[config.mk]
export PLATFORM = sky130hd
export DESIGN_NAME = sram_axi_bridge_flat
export DESIGN_NICKNAME = d
export VERILOG_FILES = /design/src/rtl/sram_axi_bridge_if.sv /design/src/rtl/sram_axi_bridge.sv /design/src/flat_wrapper.sv
export SDC_FILE = /design/constraint.sdc
export NUM_CORES = 1
export LEC_CHECK = 0
export CAP_MARGIN = 20
export CORE_AREA = 2 2 167 169
export DETAILED_ROUTE_END_ITERATION = 12
export DIE_AREA = 0 0 169 171
export PLACE_DENSITY = 0.56
export SETUP_SLACK_MARGIN = 0.1
export SLEW_MARGIN = 20
export SYNTH_ARGS = -nofsm -noshare
export SYNTH_HDL_FRONTEND = slang
export SYNTH_SLANG_ARGS = --single-unit
[constraint.sdc]
create_clock -name clk -period 5.2 [get_ports clk]
set_input_delay 1.56 -clock clk [delete_from_list [all_inputs] [get_ports clk]]
set_output_delay 1.56 -clock clk [all_outputs]
set_load 0.05 [all_outputs]
[src/rtl/sram_axi_bridge_if.sv]
// AXI3 master-side bus between the SRAM bridge and the interconnect: AR/R/AW/W/B channels.
// master modport is the bridge; slave modport is the memory/interconnect side.
interface sram_axi_bridge_if;
    logic [3:0]  arid;
    logic [31:0] araddr;
    logic [7:0]  arlen;
    logic [2:0]  arsize;
    logic [1:0]  arburst;
    logic [1:0]  arlock;
    logic [3:0]  arcache;
    logic [2:0]  arprot;
    logic        arvalid;
    logic        arready;

    logic [3:0]  rid;
    logic [31:0] rdata;
    logic [1:0]  rresp;
    logic        rlast;
    logic        rvalid;
    logic        rready;

    logic [3:0]  awid;
    logic [31:0] awaddr;
    logic [7:0]  awlen;
    logic [2:0]  awsize;
    logic [1:0]  awburst;
    logic [1:0]  awlock;
    logic [3:0]  awcache;
    logic [2:0]  awprot;
    logic        awvalid;
    logic        awready;

    logic [3:0]  wid;
    logic [31:0] wdata;
    logic [3:0]  wstrb;
    logic        wlast;
    logic        wvalid;
    logic        wready;

    logic [3:0]  bid;
    logic [1:0]  bresp;
    logic        bvalid;
    logic        bready;

    modport master (
        output arid, araddr, arlen, arsize, arburst, arlock, arcache, arprot, arvalid,
        input  arready,
        input  rid, rdata, rresp, rlast, rvalid,
        output rready,
        output awid, awaddr, awlen, awsize, awburst, awlock, awcache, awprot, awvalid,
        input  awready,
        output wid, wdata, wstrb, wlast, wvalid,
        input  wready,
        input  bid, bresp, bvalid,
        output bready
    );

    modport slave (
        input  arid, araddr, arlen, arsize, arburst, arlock, arcache, arprot, arvalid,
        output arready,
        output rid, rdata, rresp, rlast, rvalid,
        input  rready,
        input  awid, awaddr, awlen, awsize, awburst, awlock, awcache, awprot, awvalid,
        output awready,
        input  wid, wdata, wstrb, wlast, wvalid,
        output wready,
        output bid, bresp, bvalid,
        input  bready
    );
endinterface

[src/rtl/sram_axi_bridge.sv]
// Merges the core's inst/data SRAM-like ports into one AXI3 master; one read and one write outstanding,
// data requests win over instruction requests. addr_ok/data_ok/bready are combinational from registered state.
module sram_axi_bridge #(
    parameter logic [3:0] INST_ID = 4'd0,
    parameter logic [3:0] DATA_ID = 4'd1
) (
    input  logic        clk,
    input  logic        reset,

    input  logic        inst_sram_req,
    input  logic        inst_sram_wr,
    input  logic [1:0]  inst_sram_size,
    input  logic [3:0]  inst_sram_wstrb,
    input  logic [31:0] inst_sram_addr,
    input  logic [31:0] inst_sram_wdata,
    output logic        inst_sram_addr_ok,
    output logic        inst_sram_data_ok,
    output logic [31:0] inst_sram_rdata,

    input  logic        data_sram_req,
    input  logic        data_sram_wr,
    input  logic [1:0]  data_sram_size,
    input  logic [3:0]  data_sram_wstrb,
    input  logic [31:0] data_sram_addr,
    input  logic [31:0] data_sram_wdata,
    output logic        data_sram_addr_ok,
    output logic        data_sram_data_ok,
    output logic [31:0] data_sram_rdata,

    sram_axi_bridge_if.master axi
);
    typedef enum logic [1:0] {R_IDLE, R_AR, R_R} r_state_t;
    typedef enum logic [1:0] {W_IDLE, W_REQ, W_B} w_state_t;

    r_state_t    r_state;
    w_state_t    w_state;

    logic        arvalid_q;
    logic        rready_q;
    logic [3:0]  arid_q;
    logic [31:0] araddr_q;
    logic [1:0]  arsize_q;

    logic        awvalid_q;
    logic        wvalid_q;
    logic        aw_done;
    logic        w_done;
    logic [31:0] awaddr_q;
    logic [1:0]  awsize_q;
    logic [3:0]  wstrb_q;
    logic [31:0] wdata_q;

    logic        r_idle;
    logic        w_idle;
    logic        data_rd_acc;
    logic        inst_rd_acc;
    logic        data_wr_acc;
    logic        r_beat;
    logic        r_data_beat;
    logic        b_fire;
    logic        bready_c;
    logic        aw_hs;
    logic        w_hs;

    // Idle qualifiers are gated by reset so no request is acknowledged while the bridge is being cleared.
    assign r_idle      = (r_state == R_IDLE) && !reset;
    assign w_idle      = (w_state == W_IDLE) && !reset;

    // Data reads wait for the write side to drain so a read never overtakes an earlier store.
    assign data_rd_acc = r_idle && data_sram_req && !data_sram_wr && (w_state == W_IDLE);
    assign inst_rd_acc = r_idle && inst_sram_req && !data_rd_acc;
    assign data_wr_acc = w_idle && data_sram_req && data_sram_wr && !data_rd_acc;

    assign r_beat      = rready_q && axi.rvalid;
    assign r_data_beat = r_beat && (axi.rid == DATA_ID);
    // B is stalled for a cycle when a data R beat lands, keeping each data_ok pulse a single event.
    assign bready_c    = (w_state == W_B) && !r_data_beat;
    assign b_fire      = axi.bvalid && bready_c;
    assign aw_hs       = awvalid_q && axi.awready;
    assign w_hs        = wvalid_q && axi.wready;

    assign inst_sram_addr_ok = inst_rd_acc;
    assign data_sram_addr_ok = data_rd_acc || data_wr_acc;
    assign inst_sram_data_ok = r_beat && (axi.rid == INST_ID);
    assign data_sram_data_ok = r_data_beat || b_fire;
    assign inst_sram_rdata   = axi.rdata;
    assign data_sram_rdata   = axi.rdata;

    always_ff @(posedge clk) begin
        if (reset) begin
            r_state   <= R_IDLE;
            arvalid_q <= 1'b0;
            rready_q  <= 1'b0;
            arid_q    <= 4'd0;
            araddr_q  <= 32'd0;
            arsize_q  <= 2'd0;
        end else begin
            case (r_state)
                R_IDLE: begin
                    if (data_rd_acc) begin
                        arid_q    <= DATA_ID;
                        araddr_q  <= data_sram_addr;
                        arsize_q  <= data_sram_size;
                        arvalid_q <= 1'b1;
                        r_state   <= R_AR;
                    end else if (inst_rd_acc) begin
                        arid_q    <= INST_ID;
                        araddr_q  <= inst_sram_addr;
                        arsize_q  <= inst_sram_size;
                        arvalid_q <= 1'b1;
                        r_state   <= R_AR;
                    end
                end
                R_AR: begin
                    if (axi.arready) begin
                        arvalid_q <= 1'b0;
                        rready_q  <= 1'b1;
                        r_state   <= R_R;
                    end
                end
                R_R: begin
                    if (axi.rvalid) begin
                        rready_q <= 1'b0;
                        r_state  <= R_IDLE;
                    end
                end
                default: begin
                    arvalid_q <= 1'b0;
                    rready_q  <= 1'b0;
                    r_state   <= R_IDLE;
                end
            endcase
        end
    end

    always_ff @(posedge clk) begin
        if (reset) begin
            w_state   <= W_IDLE;
            awvalid_q <= 1'b0;
            wvalid_q  <= 1'b0;
            aw_done   <= 1'b0;
            w_done    <= 1'b0;
            awaddr_q  <= 32'd0;
            awsize_q  <= 2'd0;
            wstrb_q   <= 4'd0;
            wdata_q   <= 32'd0;
        end else begin
            case (w_state)
                W_IDLE: begin
                    if (data_wr_acc) begin
                        awaddr_q  <= data_sram_addr;
                        awsize_q  <= data_sram_size;
                        wstrb_q   <= data_sram_wstrb;
                        wdata_q   <= data_sram_wdata;
                        awvalid_q <= 1'b1;
                        wvalid_q  <= 1'b1;
                        aw_done   <= 1'b0;
                        w_done    <= 1'b0;
                        w_state   <= W_REQ;
                    end
                end
                W_REQ: begin
                    if (aw_hs) begin
                        awvalid_q <= 1'b0;
                        aw_done   <= 1'b1;
                    end
                    if (w_hs) begin
                        wvalid_q <= 1'b0;
                        w_done   <= 1'b1;
                    end
                    if ((aw_done || aw_hs) && (w_done || w_hs)) begin
                        w_state <= W_B;
                    end
                end
                W_B: begin
                    if (b_fire) begin
                        w_state <= W_IDLE;
                    end
                end
                default: begin
                    awvalid_q <= 1'b0;
                    wvalid_q  <= 1'b0;
                    w_state   <= W_IDLE;
                end
            endcase
        end
    end

    assign axi.arid    = arid_q;
    assign axi.araddr  = araddr_q;
    assign axi.arlen   = 8'd0;
    assign axi.arsize  = {1'b0, arsize_q};
    assign axi.arburst = 2'b01;
    assign axi.arlock  = 2'd0;
    assign axi.arcache = 4'd0;
    assign axi.arprot  = 3'd0;
    assign axi.arvalid = arvalid_q;
    assign axi.rready  = rready_q;

    assign axi.awid    = DATA_ID;
    assign axi.awaddr  = awaddr_q;
    assign axi.awlen   = 8'd0;
    assign axi.awsize  = {1'b0, awsize_q};
    assign axi.awburst = 2'b01;
    assign axi.awlock  = 2'd0;
    assign axi.awcache = 4'd0;
    assign axi.awprot  = 3'd0;
    assign axi.awvalid = awvalid_q;

    assign axi.wid     = DATA_ID;
    assign axi.wdata   = wdata_q;
    assign axi.wstrb   = wstrb_q;
    assign axi.wlast   = 1'b1;
    assign axi.wvalid  = wvalid_q;
    assign axi.bready  = bready_c;

    // Inputs the core or fabric drive but this bridge has no use for.
    logic unused_ok;
    assign unused_ok = ^{inst_sram_wr, inst_sram_wstrb, inst_sram_wdata,
                         axi.rresp, axi.rlast, axi.bid, axi.bresp};
endmodule

[src/flat_wrapper.sv]
// flat-port wrapper written by rule: the top's interface ports become plain ports
module sram_axi_bridge_flat 
#(
    parameter logic [3:0] INST_ID = 4'd0,
    parameter logic [3:0] DATA_ID = 4'd1
)
  (clk, reset, inst_sram_req, inst_sram_wr, inst_sram_size, inst_sram_wstrb, inst_sram_addr, inst_sram_wdata, inst_sram_addr_ok, inst_sram_data_ok, inst_sram_rdata, data_sram_req, data_sram_wr, data_sram_size, data_sram_wstrb, data_sram_addr, data_sram_wdata, data_sram_addr_ok, data_sram_data_ok, data_sram_rdata, axi_arid, axi_araddr, axi_arlen, axi_arsize, axi_arburst, axi_arlock, axi_arcache, axi_arprot, axi_arvalid, axi_arready, axi_rid, axi_rdata, axi_rresp, axi_rlast, axi_rvalid, axi_rready, axi_awid, axi_awaddr, axi_awlen, axi_awsize, axi_awburst, axi_awlock, axi_awcache, axi_awprot, axi_awvalid, axi_awready, axi_wid, axi_wdata, axi_wstrb, axi_wlast, axi_wvalid, axi_wready, axi_bid, axi_bresp, axi_bvalid, axi_bready);
  sram_axi_bridge_if axi_i ();
  input  logic clk;
  input  logic reset;
  input  logic inst_sram_req;
  input  logic inst_sram_wr;
  input  logic [1:0] inst_sram_size;
  input  logic [3:0] inst_sram_wstrb;
  input  logic [31:0] inst_sram_addr;
  input  logic [31:0] inst_sram_wdata;
  output logic inst_sram_addr_ok;
  output logic inst_sram_data_ok;
  output logic [31:0] inst_sram_rdata;
  input  logic data_sram_req;
  input  logic data_sram_wr;
  input  logic [1:0] data_sram_size;
  input  logic [3:0] data_sram_wstrb;
  input  logic [31:0] data_sram_addr;
  input  logic [31:0] data_sram_wdata;
  output logic data_sram_addr_ok;
  output logic data_sram_data_ok;
  output logic [31:0] data_sram_rdata;
  output wire logic [$bits(axi_i.arid)-1:0] axi_arid;
  output wire logic [$bits(axi_i.araddr)-1:0] axi_araddr;
  output wire logic [$bits(axi_i.arlen)-1:0] axi_arlen;
  output wire logic [$bits(axi_i.arsize)-1:0] axi_arsize;
  output wire logic [$bits(axi_i.arburst)-1:0] axi_arburst;
  output wire logic [$bits(axi_i.arlock)-1:0] axi_arlock;
  output wire logic [$bits(axi_i.arcache)-1:0] axi_arcache;
  output wire logic [$bits(axi_i.arprot)-1:0] axi_arprot;
  output wire logic [$bits(axi_i.arvalid)-1:0] axi_arvalid;
  input wire logic [$bits(axi_i.arready)-1:0] axi_arready;
  input wire logic [$bits(axi_i.rid)-1:0] axi_rid;
  input wire logic [$bits(axi_i.rdata)-1:0] axi_rdata;
  input wire logic [$bits(axi_i.rresp)-1:0] axi_rresp;
  input wire logic [$bits(axi_i.rlast)-1:0] axi_rlast;
  input wire logic [$bits(axi_i.rvalid)-1:0] axi_rvalid;
  output wire logic [$bits(axi_i.rready)-1:0] axi_rready;
  output wire logic [$bits(axi_i.awid)-1:0] axi_awid;
  output wire logic [$bits(axi_i.awaddr)-1:0] axi_awaddr;
  output wire logic [$bits(axi_i.awlen)-1:0] axi_awlen;
  output wire logic [$bits(axi_i.awsize)-1:0] axi_awsize;
  output wire logic [$bits(axi_i.awburst)-1:0] axi_awburst;
  output wire logic [$bits(axi_i.awlock)-1:0] axi_awlock;
  output wire logic [$bits(axi_i.awcache)-1:0] axi_awcache;
  output wire logic [$bits(axi_i.awprot)-1:0] axi_awprot;
  output wire logic [$bits(axi_i.awvalid)-1:0] axi_awvalid;
  input wire logic [$bits(axi_i.awready)-1:0] axi_awready;
  output wire logic [$bits(axi_i.wid)-1:0] axi_wid;
  output wire logic [$bits(axi_i.wdata)-1:0] axi_wdata;
  output wire logic [$bits(axi_i.wstrb)-1:0] axi_wstrb;
  output wire logic [$bits(axi_i.wlast)-1:0] axi_wlast;
  output wire logic [$bits(axi_i.wvalid)-1:0] axi_wvalid;
  input wire logic [$bits(axi_i.wready)-1:0] axi_wready;
  input wire logic [$bits(axi_i.bid)-1:0] axi_bid;
  input wire logic [$bits(axi_i.bresp)-1:0] axi_bresp;
  input wire logic [$bits(axi_i.bvalid)-1:0] axi_bvalid;
  output wire logic [$bits(axi_i.bready)-1:0] axi_bready;
  assign axi_arid = axi_i.arid;
  assign axi_araddr = axi_i.araddr;
  assign axi_arlen = axi_i.arlen;
  assign axi_arsize = axi_i.arsize;
  assign axi_arburst = axi_i.arburst;
  assign axi_arlock = axi_i.arlock;
  assign axi_arcache = axi_i.arcache;
  assign axi_arprot = axi_i.arprot;
  assign axi_arvalid = axi_i.arvalid;
  assign axi_i.arready = axi_arready;
  assign axi_i.rid = axi_rid;
  assign axi_i.rdata = axi_rdata;
  assign axi_i.rresp = axi_rresp;
  assign axi_i.rlast = axi_rlast;
  assign axi_i.rvalid = axi_rvalid;
  assign axi_rready = axi_i.rready;
  assign axi_awid = axi_i.awid;
  assign axi_awaddr = axi_i.awaddr;
  assign axi_awlen = axi_i.awlen;
  assign axi_awsize = axi_i.awsize;
  assign axi_awburst = axi_i.awburst;
  assign axi_awlock = axi_i.awlock;
  assign axi_awcache = axi_i.awcache;
  assign axi_awprot = axi_i.awprot;
  assign axi_awvalid = axi_i.awvalid;
  assign axi_i.awready = axi_awready;
  assign axi_wid = axi_i.wid;
  assign axi_wdata = axi_i.wdata;
  assign axi_wstrb = axi_i.wstrb;
  assign axi_wlast = axi_i.wlast;
  assign axi_wvalid = axi_i.wvalid;
  assign axi_i.wready = axi_wready;
  assign axi_i.bid = axi_bid;
  assign axi_i.bresp = axi_bresp;
  assign axi_i.bvalid = axi_bvalid;
  assign axi_bready = axi_i.bready;
  sram_axi_bridge #(.INST_ID(INST_ID), .DATA_ID(DATA_ID)) u_core (.clk(clk), .reset(reset), .inst_sram_req(inst_sram_req), .inst_sram_wr(inst_sram_wr), .inst_sram_size(inst_sram_size), .inst_sram_wstrb(inst_sram_wstrb), .inst_sram_addr(inst_sram_addr), .inst_sram_wdata(inst_sram_wdata), .inst_sram_addr_ok(inst_sram_addr_ok), .inst_sram_data_ok(inst_sram_data_ok), .inst_sram_rdata(inst_sram_rdata), .data_sram_req(data_sram_req), .data_sram_wr(data_sram_wr), .data_sram_size(data_sram_size), .data_sram_wstrb(data_sram_wstrb), .data_sram_addr(data_sram_addr), .data_sram_wdata(data_sram_wdata), .data_sram_addr_ok(data_sram_addr_ok), .data_sram_data_ok(data_sram_data_ok), .data_sram_rdata(data_sram_rdata), .axi(axi_i));
endmodule
==> run metrics, run 1 <==
P&R area growth vs syn=42.8%; TritonCTS clock tree=yes; Setup CP Type=in -> out; Primary FF master, synth=dfxtp_1; residual DRC count=0; crit path DAT=3240 ps; Resize count post-CTS=0; crit share post-route=92.3%; vias in the first global route=5233; Synth Register Bits=115; Synth cell types=33; Worst setup startpoint=axi_rvalid; peak supply drop=0.156 mV; crit path capture type=output port; LEAKAGE=2.74 nW; pwr dens=340 nW/um^2; Die W=169 microns; CTS H-Tree Depth=4; total number of vias=5326; fmax=208 MHz; core region area=27300 sq um; ys async rst share=0%; vias per cell=4.46; Clock transition at path regs=60 ps; crit start category=primary input; status=finished, final reports clean; Initial DRC Count=237; global-route wire length before repair=31000 microns; Post-DRT Antenna Nets=0; layout cells sized above 1=9.92%; I/O Buffers=231; most common cell after layout, fill and taps aside=clkdlybuf4s50_1; Num CTS Buffers=17; diodes inserted=0; sequential element share of the synthesized area=39.9%; row count=61; Max Cap Viol=0; final number of max-transition violations=0; maximum clock path buffer count=2; root cell of the clock tree=clkbuf_16; largest fanout on the critical path=3; Hold Fails Final Rpt=0; Ys Warns=0; Worst Tran Pin Value=907 ps; Total Power=2.80 mW; IO Count=426; number of synthesized flops with an enable pin=0; Hold Path Class=reg -> reg; gr ovfl total=0; final setup margin=401 ps; Slew HR=39.6%; placer congestion estimate=0.697; Worst-Skew Late Latency=400 ps; pin count of the biggest net entering global routing=71; Routed WL=20800 microns; Mean Syn Cell Area=8.19 sq um; cell area after synthesis=5780 sq um; CTS Hold Bufs=0; Initial Utilization=21.1%; die height=171 microns; Layout Nets=1031; Detailed Place HPWL=13000 microns; initial antenna violation count=0; pre-CTS setup slack=385 ps; setup repair after global routing missed its margin=false; final setup violating endpoints=0; commonest cells after routing, fill and taps aside=clkdlybuf4s50_1 (226), dfxtp_1 (115), nand2_1 (77); Tmin final=4800 ps; setup_tns=0 ps; CP required=3640 ps; Clock Sinks=115; Setup Buffers After CTS=0; drt first pass iters=5; GR Util All Layers=14.2%; Worst Hold Launch=u_core.axi.arvalid; DIE AREA=28900 sq um; Cells after Synth=705; post-route clock skew=8.16 ps; routed len/inst=17.4 microns; worst reg2reg startpoint=u_core.w_state[0]
worst max-delay path, cell delays in order:
cell and delay, ps:
clkdlybuf4s50_1 490, nand2_1 100, nor4_1 300, nor2_1 90, clkdlybuf4s50_1 700
cell families after synthesis:
logic type	synth area share, %
flip-flops	39.9
AO/OA/AOI/OAI	22.4
AND/OR/NAND/NOR	17.4
buffers and inverters	20.3
other	0.130
through the flow:
stage | cell area [sq um] | util (%) | cells | hold WS (ps)
3_5_place_dp | 7660 | 28.0 | 1162 | 450
2_1_floorplan | 5960 | - | 755 | 482
4_1_cts | 8250 | 30.2 | 1193 | 460
3_3_place_gp | 7660 | 28.0 | 1162 | 447
5_1_grt | 8250 | 30.2 | 1193 | 484
6_report | 8250 | 30.2 | 1193 | 453
worst paths after layout:
| kind | to | slack (ps) | depth (start not counted) |
|---|---|---|---|
| max reg2reg | u_core.w_done | 3000 | 4 |
| min | u_core.axi.arvalid | 450 | 2 |
| max | axi_bready | 400 | 5 |
| min reg2reg | u_core.axi.arvalid | 450 | 2 |
cell type report:
cell class | count | area, sq um
Sequential cell | 115 | 2300
Timing Repair Buffer | 243 | 2400
Tap cell | 346 | 433
Inverter | 2 | 7.51
Clock buffer | 18 | 429
Fill cell | 2902 | 19100
Clock inverter | 13 | 160
Multi-Input combinational cell | 456 | 2520
registers in the layout (all words and copies together), names as in the netlist:
register	count
u_core.w_done	1
u_core.axi.wstrb	4
u_core.axi.awaddr	32
u_core.awsize_q	2
u_core.axi.wvalid	1
u_core.axi.arvalid	1
u_core.arsize_q	2
u_core.aw_done	1
u_core.axi.araddr	32
u_core.axi.awvalid	1
u_core.axi.arid	1
u_core.axi.wdata	32
u_core.w_state	2
u_core.r_state	2
u_core.axi.rready	1
cells in the mapped netlist (all sizes together) (3+ instances only):
cell / count / area [sq um]
buf: 122 / 938
dfxtp: 115 / 2300
nand2: 77 / 289
a21oi: 76 / 380
o21ai: 74 / 370
nand3: 71 / 355
clkbuf: 60 / 225
nor3: 36 / 180
a311oi: 34 / 473
nor2: 8 / 30.0
nand2b: 4 / 25.0
a31oi: 3 / 18.8
nor4: 3 / 18.8
where the power goes:
group	total, mW	internal, mW	switching (mW)	leakage (nW)
sequential	0.956	0.927	0.0288	0.936
combinational	0.649	0.210	0.439	1.53
clock	1.20	0.751	0.447	0.275
layer usage:
metal | global-route usage, % | routed length [microns]
met3 | 5.14 | 1790
met5 | 0 | 0
met2 | 24.0 | 9860
met1 | 16.7 | 8730
met4 | 4.61 | 420
Note: power is estimated with default switching activity, not from simulation.
==> run 2, diff against run 1 <==
--- a/config.mk
+++ b/config.mk
@@ -15,3 +15,4 @@
 export SYNTH_ARGS = -nofsm -noshare
 export SYNTH_HDL_FRONTEND = slang
 export SYNTH_SLANG_ARGS = --single-unit
+export TNS_END_PERCENT = 100
==> results of run 2 <==
The final DEF is identical to that of run 1; final timing and power are the same.
==> run 3, diff against run 2 <==
==> constraint.sdc (replaced) <==
create_clock -name clk -period 5.6 [get_ports clk]
set_input_delay 1.68 -clock clk [delete_from_list [all_inputs] [get_ports clk]]
set_output_delay 1.68 -clock clk [all_outputs]
set_load 0.05 [all_outputs]
==> run 3 against run 2 <==
  * Sequential share of layout area is essentially flat
  * Hold slack gained 13 ps
  * Largest power group unchanged
  * Utilization is essentially flat
  * Combinational power shrank 7.6%
  * Cell count is the same
  * Clock skew grew 4.8 ps
==> run metrics, run 3 (synthesis gave the netlist of run 1 again) <==
crit start category=primary input; Slew HR=38.4% (-1.2 points); DIE AREA=28900 sq um (unchanged); commonest cells after routing, fill and taps aside=clkdlybuf4s50_1 (228), dfxtp_1 (115), nand2_1 (77); Initial Utilization=21.1% (unchanged); CP required=3920 ps (+280 ps); setup_tns=0 ps (unchanged); Clock Sinks=115 (unchanged); gr ovfl total=0 (unchanged); Detailed Place HPWL=12900 microns (-0.55%); Tmin final=5230 ps; crit path capture type=output port; peak supply drop=0.148 mV (-5.3%); global-route wire length before repair=30900 microns (-0.44%); CTS Hold Bufs=0 (unchanged); Worst-Skew Late Latency=410 ps (about the same); core region area=27300 sq um (unchanged); root cell of the clock tree=clkbuf_16; final number of max-transition violations=0 (unchanged); IO Count=426 (unchanged); setup repair after global routing missed its margin=false; post-route clock skew=12.9 ps (+4.79 ps); status=finished, final reports clean; Routed WL=20800 microns (-0.24%); Hold Path Class=reg -> reg; layout cells sized above 1=9.57% (-0.34 points); crit share post-route=93.4%; Post-DRT Antenna Nets=0 (unchanged); Num CTS Buffers=17 (unchanged); final setup violating endpoints=0 (unchanged); post-route cell area=8260 sq um (about the same); Sw Share=32.6% (-0.048 points); crit path DAT=3550 ps (+310 ps); P&R area growth vs syn=42.9% (about the same); GR Util All Layers=14.1% (-0.12 points); Flop pwr share=33.9% (-0.2 points); placer congestion estimate=0.703 (+0.80%); worst reg-to-reg setup slack=3410 ps (+410 ps); pin count of the biggest net entering global routing=71 (unchanged); routed len/inst=17.4 microns (-0.24%); die height=171 microns (unchanged); pwr dens=317 nW/um^2 (-6.6%); DP Area=7650 sq um (-0.13%); register area=2300 sq um (unchanged); Setup CP Type=in -> out; Die W=169 microns (unchanged); vias per cell=4.47 (+0.23%); TritonCTS clock tree=yes; Worst setup startpoint=axi_rvalid; vias in the first global route=5086 (-2.8%); initial antenna violation count=1 (+1); largest fanout on the critical path=3 (unchanged); Initial DRC Count=281 (+19%); Worst Setup EP=data_sram_data_ok; clock network fraction of total power=43.2% (+0.5 points); Internal=1.77 mW (-6.4%); Clock transition at path regs=60 ps (about the same); maximum clock path buffer count=2 (unchanged); worst reg2reg startpoint=u_core.w_state[0]; area of the multi-input gates=2520 sq um (unchanged); Resize count post-CTS=0 (unchanged); Net Sw Power=854 uW (-6.7%); residual DRC count=0 (unchanged); CTS H-Tree Depth=4 (unchanged); Logic pwr share=22.9% (-0.2 points); Setup Buffers After CTS=0 (unchanged); total number of vias=5338 (+0.23%); r2r endpoint=u_core.aw_done; LEAKAGE=2.74 nW (about the same); Hold Fails Final Rpt=0 (unchanged); Worst Reg2Reg Path Length in Cells=4 (unchanged); Max Cap Viol=0 (unchanged); Layout Nets=1029 (-0.19%); most common cell after layout, fill and taps aside=clkdlybuf4s50_1; fill count=2958 (+1.9%); fmax=191 MHz; I/O Buffers=231 (unchanged); row count=61 (unchanged); drt first pass iters=4 (-1); Worst Tran Pin Value=924 ps (+17.4 ps)
## run 3: metrics by stage
stage                     total power, mW  setup WS (ps)  hold slack [ps]  utilization [%]  std cells
after global routing                 2.73            279              489             30.2       1192
final                                2.62            372              465             30.2       1193
after floorplan                      1.43            580              482                -        755
after CTS                            2.66            354              471             30.2       1192
after detailed placement             1.51            356              463             28.0       1160
after global placement               1.51            342              458             28.0       1160
## run 3: layout make-up
| type | count | area share (%) |
|---|---|---|
| well taps | 346 | 5.24 |
| multi-input cells | 456 | 30.5 |
| diodes | 1 | 0.0303 |
| clock inverters | 13 | 1.92 |
| inverters | 2 | 0.0909 |
| flip-flops and latches | 115 | 27.9 |
| repair buffers | 241 | 29.0 |
| clock buffers | 19 | 5.37 |
## run 3: how the worst min path moves through the flow
stage                                  start            endpoint  slack [ps]  cells after the start
after CTS                 u_core.axi.arvalid  u_core.axi.arvalid         470                      2
after detailed placement  u_core.axi.arvalid  u_core.axi.arvalid         460                      2
after global placement    u_core.axi.arvalid  u_core.axi.arvalid         460                      2
final                     u_core.axi.arvalid  u_core.axi.arvalid         470                      2
after global routing      u_core.axi.arvalid  u_core.axi.arvalid         490                      2
after floorplan               u_core.aw_done      u_core.aw_done         480                      2
## run 3: worst max-delay path: stages
cell and delay (ps):
clkdlybuf4s50_1 490, nand2_1 100, nor4_1 290, o21bai_1 160, clkdlybuf4s50_1 820
## run 3: per-layer routing
layer,vias to the layer above,part of all wire (%),GRT usage [%]
met5,-,0,0
met1,2518,42,16.7
met3,30,7.4,4.86
li1,2570,-,-
met4,0,1.9,4.57
met2,220,49,23.8
## run 3: power groups by stage
stage | Sequential [mW] | Clock [mW] | Combinational (mW)
after floorplan | 1.04 | 0 | 0.392
after global placement | 0.905 | 0 | 0.605
after detailed placement | 0.905 | 0 | 0.604
after CTS | 0.888 | 1.17 | 0.606
after global routing | 0.894 | 1.21 | 0.634
final | 0.888 | 1.13 | 0.600
